===== config.mk =====
export PLATFORM = sky130hd
export DESIGN_NAME = expr_calc
export DESIGN_NICKNAME = d
export VERILOG_FILES = /design/src/rtl/expr_calc.sv
export SDC_FILE = /design/constraint.sdc
export NUM_CORES = 1
export LEC_CHECK = 0
export ABC_CLOCK_PERIOD_IN_PS = 3800
export BUFFER_PORTS_ARGS = -buffer_cell sky130_fd_sc_hd__buf_2
export CAP_MARGIN = 40
export CORE_MARGIN = 1
export CORE_UTILIZATION = 55
export CTS_BUF_LIST = sky130_fd_sc_hd__clkbuf_8
export DETAILED_ROUTE_END_ITERATION = 10
export GPL_TIMING_DRIVEN = 0
export PLACE_DENSITY = 0.7
export SETUP_SLACK_MARGIN = 0.15
export SYNTH_ARGS = -nofsm -noshare
export SYNTH_HDL_FRONTEND = slang
export SYNTH_SLANG_ARGS = --single-unit

===== constraint.sdc =====
create_clock -name clk -period 3.8 [get_ports clk]
set_input_delay 0.57 -clock clk [delete_from_list [all_inputs] [get_ports clk]]
set_output_delay 0.57 -clock clk [all_outputs]
set_load 0.01 [all_outputs]

===== src/rtl/expr_calc.sv =====
// Character-stream evaluator for single-digit expressions "d (op d)* =", where '*' binds tighter than '+'.
// Optional feature macro: EXPR_CALC_SUB_EN adds '-' as an operator at '+' precedence.
module expr_calc #(
  parameter int WIDTH = 16
) (
  input  logic             clk,
  input  logic             clr,
  input  logic [7:0]       in,
  input  logic             in_valid,
  output logic             ok,
  output logic             done,
  output logic             error,
  output logic [WIDTH-1:0] result
);

  typedef enum logic [1:0] {
    ST_IDLE = 2'd0,
    ST_NUM  = 2'd1,
    ST_OP   = 2'd2,
    ST_ERR  = 2'd3
  } state_t;

  typedef enum logic [1:0] {
    CL_DIG = 2'd0,
    CL_OP  = 2'd1,
    CL_EQ  = 2'd2,
    CL_BAD = 2'd3
  } cls_t;

  function automatic cls_t classify(input logic [7:0] ch);
    cls_t c;
    if ((ch >= 8'h30) && (ch <= 8'h39)) begin
      c = CL_DIG;
    end else if ((ch == 8'h2B) || (ch == 8'h2A)) begin
      c = CL_OP;
`ifdef EXPR_CALC_SUB_EN
    end else if (ch == 8'h2D) begin
      c = CL_OP;
`endif
    end else if (ch == 8'h3D) begin
      c = CL_EQ;
    end else begin
      c = CL_BAD;
    end
    return c;
  endfunction

  state_t           state_q, state_d;
  logic [WIDTH-1:0] sum_q, sum_d;
  logic [WIDTH-1:0] term_q, term_d;
  logic             mul_q, mul_d;
  logic [WIDTH-1:0] result_q, result_d;
  logic             done_q, done_d;
  logic             error_q, error_d;
  logic             ok_q, ok_d;

  cls_t             cls_s;
  logic [WIDTH-1:0] digit_s;
  logic [WIDTH-1:0] prod_s;
  logic [WIDTH-1:0] addend_s;
  logic [WIDTH-1:0] sum_plus_s;

  assign cls_s   = classify(in);
  // ASCII '0'..'9' carry their value in the low nibble.
  assign digit_s = {{(WIDTH-4){1'b0}}, in[3:0]};
  assign prod_s  = term_q * digit_s;

`ifdef EXPR_CALC_SUB_EN
  logic neg_q, neg_d;
  assign addend_s = neg_q ? ({WIDTH{1'b0}} - term_q) : term_q;
`else
  assign addend_s = term_q;
`endif

  assign sum_plus_s = sum_q + addend_s;

  // Grammar sequencing and accumulator next-state.
  always_comb begin
    state_d  = state_q;
    sum_d    = sum_q;
    term_d   = term_q;
    mul_d    = mul_q;
    result_d = result_q;
    done_d   = 1'b0;
    error_d  = 1'b0;
`ifdef EXPR_CALC_SUB_EN
    neg_d    = neg_q;
`endif
    if (in_valid) begin
      if (cls_s == CL_EQ) begin
        state_d = ST_IDLE;
        sum_d   = {WIDTH{1'b0}};
        term_d  = {WIDTH{1'b0}};
        mul_d   = 1'b0;
`ifdef EXPR_CALC_SUB_EN
        neg_d   = 1'b0;
`endif
        done_d  = 1'b1;
        if (state_q == ST_NUM) begin
          result_d = sum_plus_s;
          error_d  = 1'b0;
        end else begin
          error_d  = 1'b1;
        end
      end else begin
        case (state_q)
          ST_IDLE: begin
            if (cls_s == CL_DIG) begin
              state_d = ST_NUM;
              term_d  = digit_s;
              sum_d   = {WIDTH{1'b0}};
            end else begin
              state_d = ST_ERR;
            end
          end
          ST_NUM: begin
            if (cls_s == CL_OP) begin
              state_d = ST_OP;
              if (in == 8'h2A) begin
                mul_d = 1'b1;
              end else begin
                // Additive operator closes the current product into the sum.
                sum_d = sum_plus_s;
                mul_d = 1'b0;
`ifdef EXPR_CALC_SUB_EN
                neg_d = (in == 8'h2D);
`endif
              end
            end else begin
              state_d = ST_ERR;
            end
          end
          ST_OP: begin
            if (cls_s == CL_DIG) begin
              state_d = ST_NUM;
              term_d  = mul_q ? prod_s : digit_s;
            end else begin
              state_d = ST_ERR;
            end
          end
          ST_ERR: begin
            state_d = ST_ERR;
          end
          default: begin
            state_d = ST_ERR;
          end
        endcase
      end
    end else begin
      state_d = state_q;
    end
    ok_d = (state_d == ST_NUM);
  end

  // State, accumulator and output registers.
  always_ff @(posedge clk or posedge clr) begin
    if (clr) begin
      state_q  <= ST_IDLE;
      sum_q    <= {WIDTH{1'b0}};
      term_q   <= {WIDTH{1'b0}};
      mul_q    <= 1'b0;
      result_q <= {WIDTH{1'b0}};
      done_q   <= 1'b0;
      error_q  <= 1'b0;
      ok_q     <= 1'b0;
`ifdef EXPR_CALC_SUB_EN
      neg_q    <= 1'b0;
`endif
    end else begin
      state_q  <= state_d;
      sum_q    <= sum_d;
      term_q   <= term_d;
      mul_q    <= mul_d;
      result_q <= result_d;
      done_q   <= done_d;
      error_q  <= error_d;
      ok_q     <= ok_d;
`ifdef EXPR_CALC_SUB_EN
      neg_q    <= neg_d;
`endif
    end
  end

  assign ok     = ok_q;
  assign done   = done_q;
  assign error  = error_q;
  assign result = result_q;

endmodule


# Word level (Yosys, flattened, before mapping)
# Cells that the tools add are included.
# totals
memories,0
rom_bits,0
mem_bits_rw,0
latchBits,0
output_inout_bits,19
ff_bits,54
input_bits,11
# op_classes
add_sub_neg,1
multipliers,1
n_lt_le_gt_ge,2
reduce_logical,13
n_mux,27
bitwise_logic,0
n_shift,0
div,0
n_eq_ne,13
# ops
op,count
$mux W16,8
$pmux W16 S2,2
$eq A8 B6 Y1 const B,3
$add A16 B16 Y16,1
$mul A16 B4 Y16,1
$mux W1,11
$mux W2,5
$ne A3 B3 Y1 const B,3
$ge A8 B6 Y1 const B,1
$le A8 B6 Y1 const B,1
$eq A2 B1 Y1 const B,3
$eq A2 B2 Y1 const B,3
$pmux W2 S3,1
$reduce_and A3 Y1,2
$reduce_bool A3 Y1,2
$reduce_and A5 Y1,1
$logic_not A2 Y1,2
$reduce_and A4 Y1,1
$reduce_bool A2 Y1,2
$ne A3 B2 Y1 const B,1
$reduce_or A2 Y1,1
$logic_and A1 B1 Y1,1
$logic_or A1 B1 Y1,1

# Logic depth before layout (Yosys ltp)
# Gate-level depths: netlist of run 1.
# depth
ltp_word,10
ltp_mapped,14

# Worst setup path before layout of run 1
# OpenSTA, ideal clock, no wires.
# synth_timing
path_kind,input-to-reg
from,in in[2]
to,reg term_q[9] (netlist: addend_s[9])
required_time_ns,3.678
t_arrival_ns,3.667
cell_stages,13
setup_slack_ns,0.012
path_cell_list,buf_2 > clkbuf_1 > and2_1 > fa_1 > inv_1 > fa_1 > inv_1 > ha_1 > a21oi_1 > a31oi_1 > o21a_1 > or3_2 > a32o_1
# synth_between
elab_chain_len,7
# synth_rtl
item,line,text
start: declaration,8,"input logic [7:0] in,"
branches (longest 7 deep; another with $mul A16 B4 Y16),--,
end signal: assignment,160,term_q <= {WIDTH{1'b0}};
end signal: assignment,172,term_q <= term_d;
end: declaration,50,"logic [WIDTH-1:0] term_q, term_d;"
# Several ways; the timed one is not identified. The select of a mux whose other input is x is not followed.
# A chain may end at the register's enable or synchronous reset.

# Final worst setup path of run 1
# layout_timing
from,in in[1]
to,reg term_q[9] (netlist: addend_s[9])
# Same word-level chain as after synthesis.

==> qor.txt, run 1 <==
Critical Path Source Type -> input pin
Clock root buffer -> clkbuf_8
Antenna viol nets, final -> 0
Layout Cells excl Fill -> 636
Drt first pass iters -> 4
Detailed Route Iter0 Violations -> 141
Setup WS post-layout -> 0.234 ns
Power Density -> 256 mW/mm^2
Routed len/inst -> 16.2 um
Core Util, Final -> 0.640
Main synth FF type -> dfrtp_1
Clock power frac -> 0.280
Critical path class -> in2reg
Slew margin rel. -> 0.490
Die area -> 0.00868 mm^2
Max Cap Viol -> 0
Placed insts -> 627
Post-layout minimum cycle time -> 3.57 ns
Area share of the largest cell type after synthesis -> 0.296
Worst Skew -> 0.0116 ns
Arrival time worst endpoint -> 3.79 ns
CTS Hold Bufs -> 0
Total track usage -> 0.256
Initial antenna violation count -> 0
Area contributors post-synth -> dfrtp_1 30%, fa_1 11%, ha_1 9.3%, and2_1 5.1%, inv_1 4.8%
Max Used Layer -> met4
Buffers added on ports -> 26
Post-synth top cells -> 58 x inv_1, 56 x nand2_1, 54 x dfrtp_1
CTS tree -> yes
NetSw -> 0.429 mW
Synth Register Bits -> 54
Final Hold Fails -> 0
Vias -> 3620
Max Fclk -> 0.280 GHz
Syn Std Cell Area -> 0.00457 mm^2
Critical Path End Type -> flip-flop
Post-place instance area -> 0.00491 mm^2
Switching Share -> 0.332
Internal power -> 0.862 mW
Count leader, synth -> inv_1
Post-Route WL -> 10300 um
Share of synthesized registers carrying an async set or reset -> 1.00
Sequential share of power -> 0.494
Nets -> 604
Layout cells sized above 1 -> 0.144
CP Max Fanout -> 10
Die Wd -> 93.2 um
Metal2 WL -> 4870 um
Io pins -> 30
Cell area after layout -> 0.00505 mm^2
FP Rows -> 32
HPWL after DPL -> 7960 um
Unrepaired setup endpoints after global routing -> true
Required time worst endpoint -> 4.03 ns
Post-synthesis net count -> 569
Max Transition Viols Final -> 0
Layout area overhead -> 10.5%
Worst Tran Pin Value -> 0.764 ns
Met3 WL -> 423 um
Vias in the first global route -> 3594
# diodes -> 0
H-tree lvl count -> 2
Final setup vio count -> 0
Initial Util -> 0.579
Gate count after technology mapping -> 498
Fillers -> 675
GPL Wtd Cong -> 0.870
Combinational share of power -> 0.225
Count of flip-flops with a built-in enable after synthesis -> 0
DRC viols -> 0
Congestion Overflow GR -> 0
Synth cell types -> 57
Cell taking the most area after synthesis -> dfrtp_1
Sink Count -> 54
Seq/Total Area, Yosys -> 0.296
Largest net degree at the start of global routing -> 33
R2r setup slk -> 0.31 ns
First-pass GRT wire length -> 17400 um
Status -> finished clean
Via density -> 5.69
Avg Cell Area, Syn -> 9.18 um^2
Clock buffer count from CTS -> 5
Die H -> 93.2 um
Clk_lat worst skew -> 0.32 ns
Power Total -> 1.29 mW
Worst slack at placement -> -0.326 ns
CTS max path bufs -> 2
YS warnings -> 0
Worst hold-check path type -> in2async
LEAKAGE -> 2.57 nW
Core Area -> 0.00789 mm^2
Reg clk slew, reported paths -> 0.12 ns
Worst VDD drop -> 0.254 mV
Ratio of final minimum period to clock period -> 0.938
Routed metal-1 wire length -> 4930 um
[flip-flops by register name (all words and copies together) (netlist names)]
name and count:
error 1, result 16, ok 1, sum_q 16, done 1, mul_q 1
state_q 2, addend_s 16
[placed cells by master, fill, tap and decap left out, types with 3 or more instances in the layout]
cell and count:
fa_1 26, ha_4 3, nor2b_1 8, a31oi_1 6, o31ai_1 5, and2_1 37, a21boi_0 3, a22o_1 17
clkbuf_8 6, buf_4 4, nor2_1 14, a21oi_2 3, dfrtp_1 53, clkbuf_1 4, nand4_1 3, mux2i_1 5
a21oi_1 21, xnor2_1 20, o211ai_1 4, xor2_1 8, mux2_2 8, nand2_1 56, ha_1 31, a21o_1 10
o21bai_1 3, buf_2 33, nand3_1 6, inv_1 56, o21ai_0 31
[power groups by stage]
stage | registers, mW | logic, mW | clock network [mW]
final | 0.639 | 0.291 | 0.362
after global routing | 0.644 | 0.329 | 0.388
after CTS | 0.639 | 0.295 | 0.367
after detailed placement | 0.650 | 0.293 | 0
after global placement | 0.650 | 0.278 | 0
after floorplan | 0.637 | 0.218 | 0
[worst max-delay path, cell delays in order]
cell and delay [ns]:
buf_2 0.19, buf_4 0.22, nand2_1 0.09, fa_1 0.49, fa_1 0.56, inv_1 0.07
ha_1 0.29, a21o_1 0.18, nand4_1 0.14, a31oi_1 0.13, o21a_1 0.20, or3_2 0.40
a32o_1 0.25
[final cells by class]
class | instances | area [um^2] | share of cell area
buffer | 16 | 97.6 | 0.0193
clock buffer | 5 | 68.8 | 0.0136
clock inverter | 3 | 28.8 | 0.00570
inverter | 58 | 218 | 0.0431
multi-input combinational | 370 | 3000 | 0.594
sequential | 54 | 1350 | 0.268
tap | 102 | 128 | 0.0253
timing repair buffer | 28 | 158 | 0.0312
[final timing paths]
| path | start | cells past startpoint | endpoint |
|---|---|---|---|
| setup / recovery | in[1] | 13 | addend_s[9]$_DFFE_PP0P_ |
| hold / removal | clr | 2 | sum_q[0]$_DFFE_PP0P_ |
| setup reg to reg | addend_s[7]$_DFFE_PP0P_ | 12 | addend_s[14]$_DFFE_PP0P_ |
| hold reg to reg | result[14]$_DFFE_PP0P_ | 2 | result[14]$_DFFE_PP0P_ |
| max in group asynchronous | clr | 3 | addend_s[1]$_DFFE_PP0P_ |
| min in group clk | result[14]$_DFFE_PP0P_ | 2 | result[14]$_DFFE_PP0P_ |
[per-stage QoR]
| stage | setup TNS, ns | hold WS [ns] |
|---|---|---|
| floorplan | 0 | 0.447 |
| global placement | -1.55 | 0.457 |
| detailed placement | -1.62 | 0.465 |
| CTS | 0 | 0.270 |
| global route | 0 | 0.282 |
| finish | 0 | 0.258 |
[per-layer routing]
layer,vias up,GRT usage
li1,1782,-
met1,1746,0.360
met2,85,0.436
met3,7,0.0333
met4,0,0.0321
met5,-,0
[cell families after synthesis]
family | synth area share
simple gates | 0.157
compound gates | 0.192
buf+inv | 0.0643
fa+ha+maj | 0.207
flops | 0.296
xor+xnor | 0.0537
mux | 0.0307
[repair_timing]
action | CTS | global route
pin swaps | 0 | 2
cloned | 0 | 0
setup buffers | 0 | 1
hold endpoints to repair | 0 | 0
resized for setup | 3 | 12
endpoints found under the setup margin | 5 | 4
(Power assumes the default switching activity.)
==> run 2: changes to the inputs <==
Settings changed: BUFFER_PORTS_ARGS -buffer_cell sky130_fd_sc_hd__buf_2 to -buffer_cell sky130_fd_sc_hd__buf_4, CTS_CLUSTER_DIAMETER set to 80.
==> run 2 against run 1 <==
- worst setup slack improved by 0.058 ns
- design area rose by 1.2%
- critical path depth rose by 1
- routed wire length rose by 1.4%
- combinational power rose by 2%
==> qor.txt, run 2 (synthesized netlist as in run 1, its figures left out) <==
Clock buffer count from CTS -> 5
# diodes -> 0
CTS tree -> yes
Nets -> 603
Worst slack at placement -> -0.263 ns
Max Transition Viols Final -> 0
Cell Chain, Critical Path -> buf_4 -> buf_8 -> and2_1 -> fa_1 -> inv_1 -> fa_1 -> inv_1 -> ha_1 -> and3_1 -> a2111oi_2 -> nor2_1 -> a41oi_2 -> xnor2_1 -> a22o_1
Worst hold-check path type -> in2async
Worst Skew -> 0.00994 ns
Drt first pass iters -> 4
Die H -> 93.2 um
Clock power frac -> 0.280
Total track usage -> 0.262
Power Density -> 254 mW/mm^2
Arrival time worst endpoint -> 3.74 ns
Congestion Overflow GR -> 0
Max Cap Viol -> 0
Via density -> 5.72
Setup WS post-layout -> 0.293 ns
Ratio of final minimum period to clock period -> 0.923
GPL Wtd Cong -> 0.864
R2r setup slk -> 0.33 ns
Slew margin rel. -> 0.418
Core Util, Final -> 0.648
Multi-input logic area -> 0.00298 mm^2
Final setup vio count -> 0
NetSw -> 0.431 mW
Placed insts -> 627
Crit-path max cell delay -> 0.53 ns
Largest net degree at the start of global routing -> 32
Worst path slowest cell -> fa_1
Initial antenna violation count -> 0
Detailed Route Iter0 Violations -> 153
Fillers -> 678
RR Endpoint -> addend_s[9]$_DFFE_PP0P_
Depth of the most critical reg-to-reg path -> 11
Beginning of the worst register-to-register path -> addend_s[2]$_DFFE_PP0P_
Clock root buffer -> clkbuf_8
Switching Share -> 0.331
Sequential share of power -> 0.493
Layout Cells excl Fill -> 635
Vias -> 3633
Vias in the first global route -> 3648
CP Max Fanout -> 10
Combinational share of power -> 0.227
Reg clk slew, reported paths -> 0.12 ns
Die area -> 0.00868 mm^2
Post-layout minimum cycle time -> 3.51 ns
LEAKAGE -> 2.57 nW
Most frequent cells in the layout -> 56 x nand2_1, 56 x inv_1, 52 x dfrtp_1, 37 x and2_1, 32 x o21ai_0
Antenna viol nets, final -> 0
HPWL after DPL -> 8000 um
Max Fclk -> 0.285 GHz
Critical path class -> in2reg
Clk_lat worst skew -> 0.33 ns
Io pins -> 30
H-tree lvl count -> 2
Sink Count -> 54
Critical Path Source Type -> input pin
Critical Path End Type -> flip-flop
Core Area -> 0.00789 mm^2
Internal power -> 0.869 mW
Status -> finished clean
CTS max path bufs -> 2
Layout area overhead -> 11.9%
Buffers added on ports -> 26
Worst Tran Pin Value -> 0.872 ns
Register Area -> 0.00135 mm^2
Die Wd -> 93.2 um
DRC viols -> 0
Routed len/inst -> 16.4 um
Power Total -> 1.30 mW
First-pass GRT wire length -> 17700 um
Initial Util -> 0.579
Post-Route WL -> 10400 um
Final Hold Fails -> 0
Required time worst endpoint -> 4.03 ns
FP Rows -> 32
Worst VDD drop -> 0.189 mV
Unrepaired setup endpoints after global routing -> false
Layout cells sized above 1 -> 0.139
[run 2: metrics by stage]
step	hold slack [ns]	area (um^2)	setup TNS, ns
after detailed placement	0.471	4970	-1.11
after global routing	0.307	5110	0
after floorplan	0.447	4630	0
final	0.274	5110	0
after global placement	0.463	4950	-1.03
after CTS	0.293	5070	0
[run 2: what timing repair did]
| action | in CTS | in global routing |
|---|---|---|
| hold buffers | 0 | 0 |
| endpoints found under the setup margin | 3 | 5 |
| buffers inserted | 0 | 0 |
| pin swaps | 0 | 3 |
| gates resized for setup | 1 | 18 |
| endpoints found under the hold margin | 0 | 0 |
[run 2: layout make-up]
type,instances,area share
tap,102,0.0250
timing repair buffer,27,0.0421
inverter,58,0.0426
buffer,16,0.0225
clock inverter,3,0.00563
clock buffer,5,0.0135
sequential,54,0.265
multi-input combinational,370,0.584
[run 2: critical path: cells and delay by family]
kind	cells	cell delay, ns
buffers and inverters	4	0.38
AND/OR/NAND/NOR	3	0.50
AO/OA/AOI/OAI	3	0.77
adder cells (fa/ha/maj)	3	1.41
XOR/XNOR	1	0.10
[run 2: worst max-delay path by stage]
stage | startpoint | end | slack (ns) | cells after the start
detailed placement | in[3] | addend_s[9]$_DFFE_PP0P_ | -0.26 | 13
CTS | in[1] | addend_s[9]$_DFFE_PP0P_ | 0.17 | 13
floorplan | in[2] | addend_s[14]$_DFFE_PP0P_ | 0.16 | 14
global placement | in[3] | addend_s[9]$_DFFE_PP0P_ | -0.23 | 13
global route | in[1] | addend_s[9]$_DFFE_PP0P_ | 0.15 | 13
finish | in[3] | addend_s[14]$_DFFE_PP0P_ | 0.29 | 14
[run 2: power groups by stage]
stage / clock (mW) / combinational (mW) / sequential [mW]
finish: 0.364 / 0.296 / 0.641
detailed placement: 0 / 0.297 / 0.650
global placement: 0 / 0.282 / 0.649
CTS: 0.373 / 0.298 / 0.639
floorplan: 0 / 0.218 / 0.637
global route: 0.396 / 0.343 / 0.645
[run 2: routing by layer]
layer | up-vias | GRT usage | part of all wire
met1 | 1756 | 0.360 | 0.48
met2 | 82 | 0.434 | 0.46
met5 | - | 0 | 0
met4 | 0 | 0.0679 | 0.016
met3 | 14 | 0.0374 | 0.037
li1 | 1781 | - | -
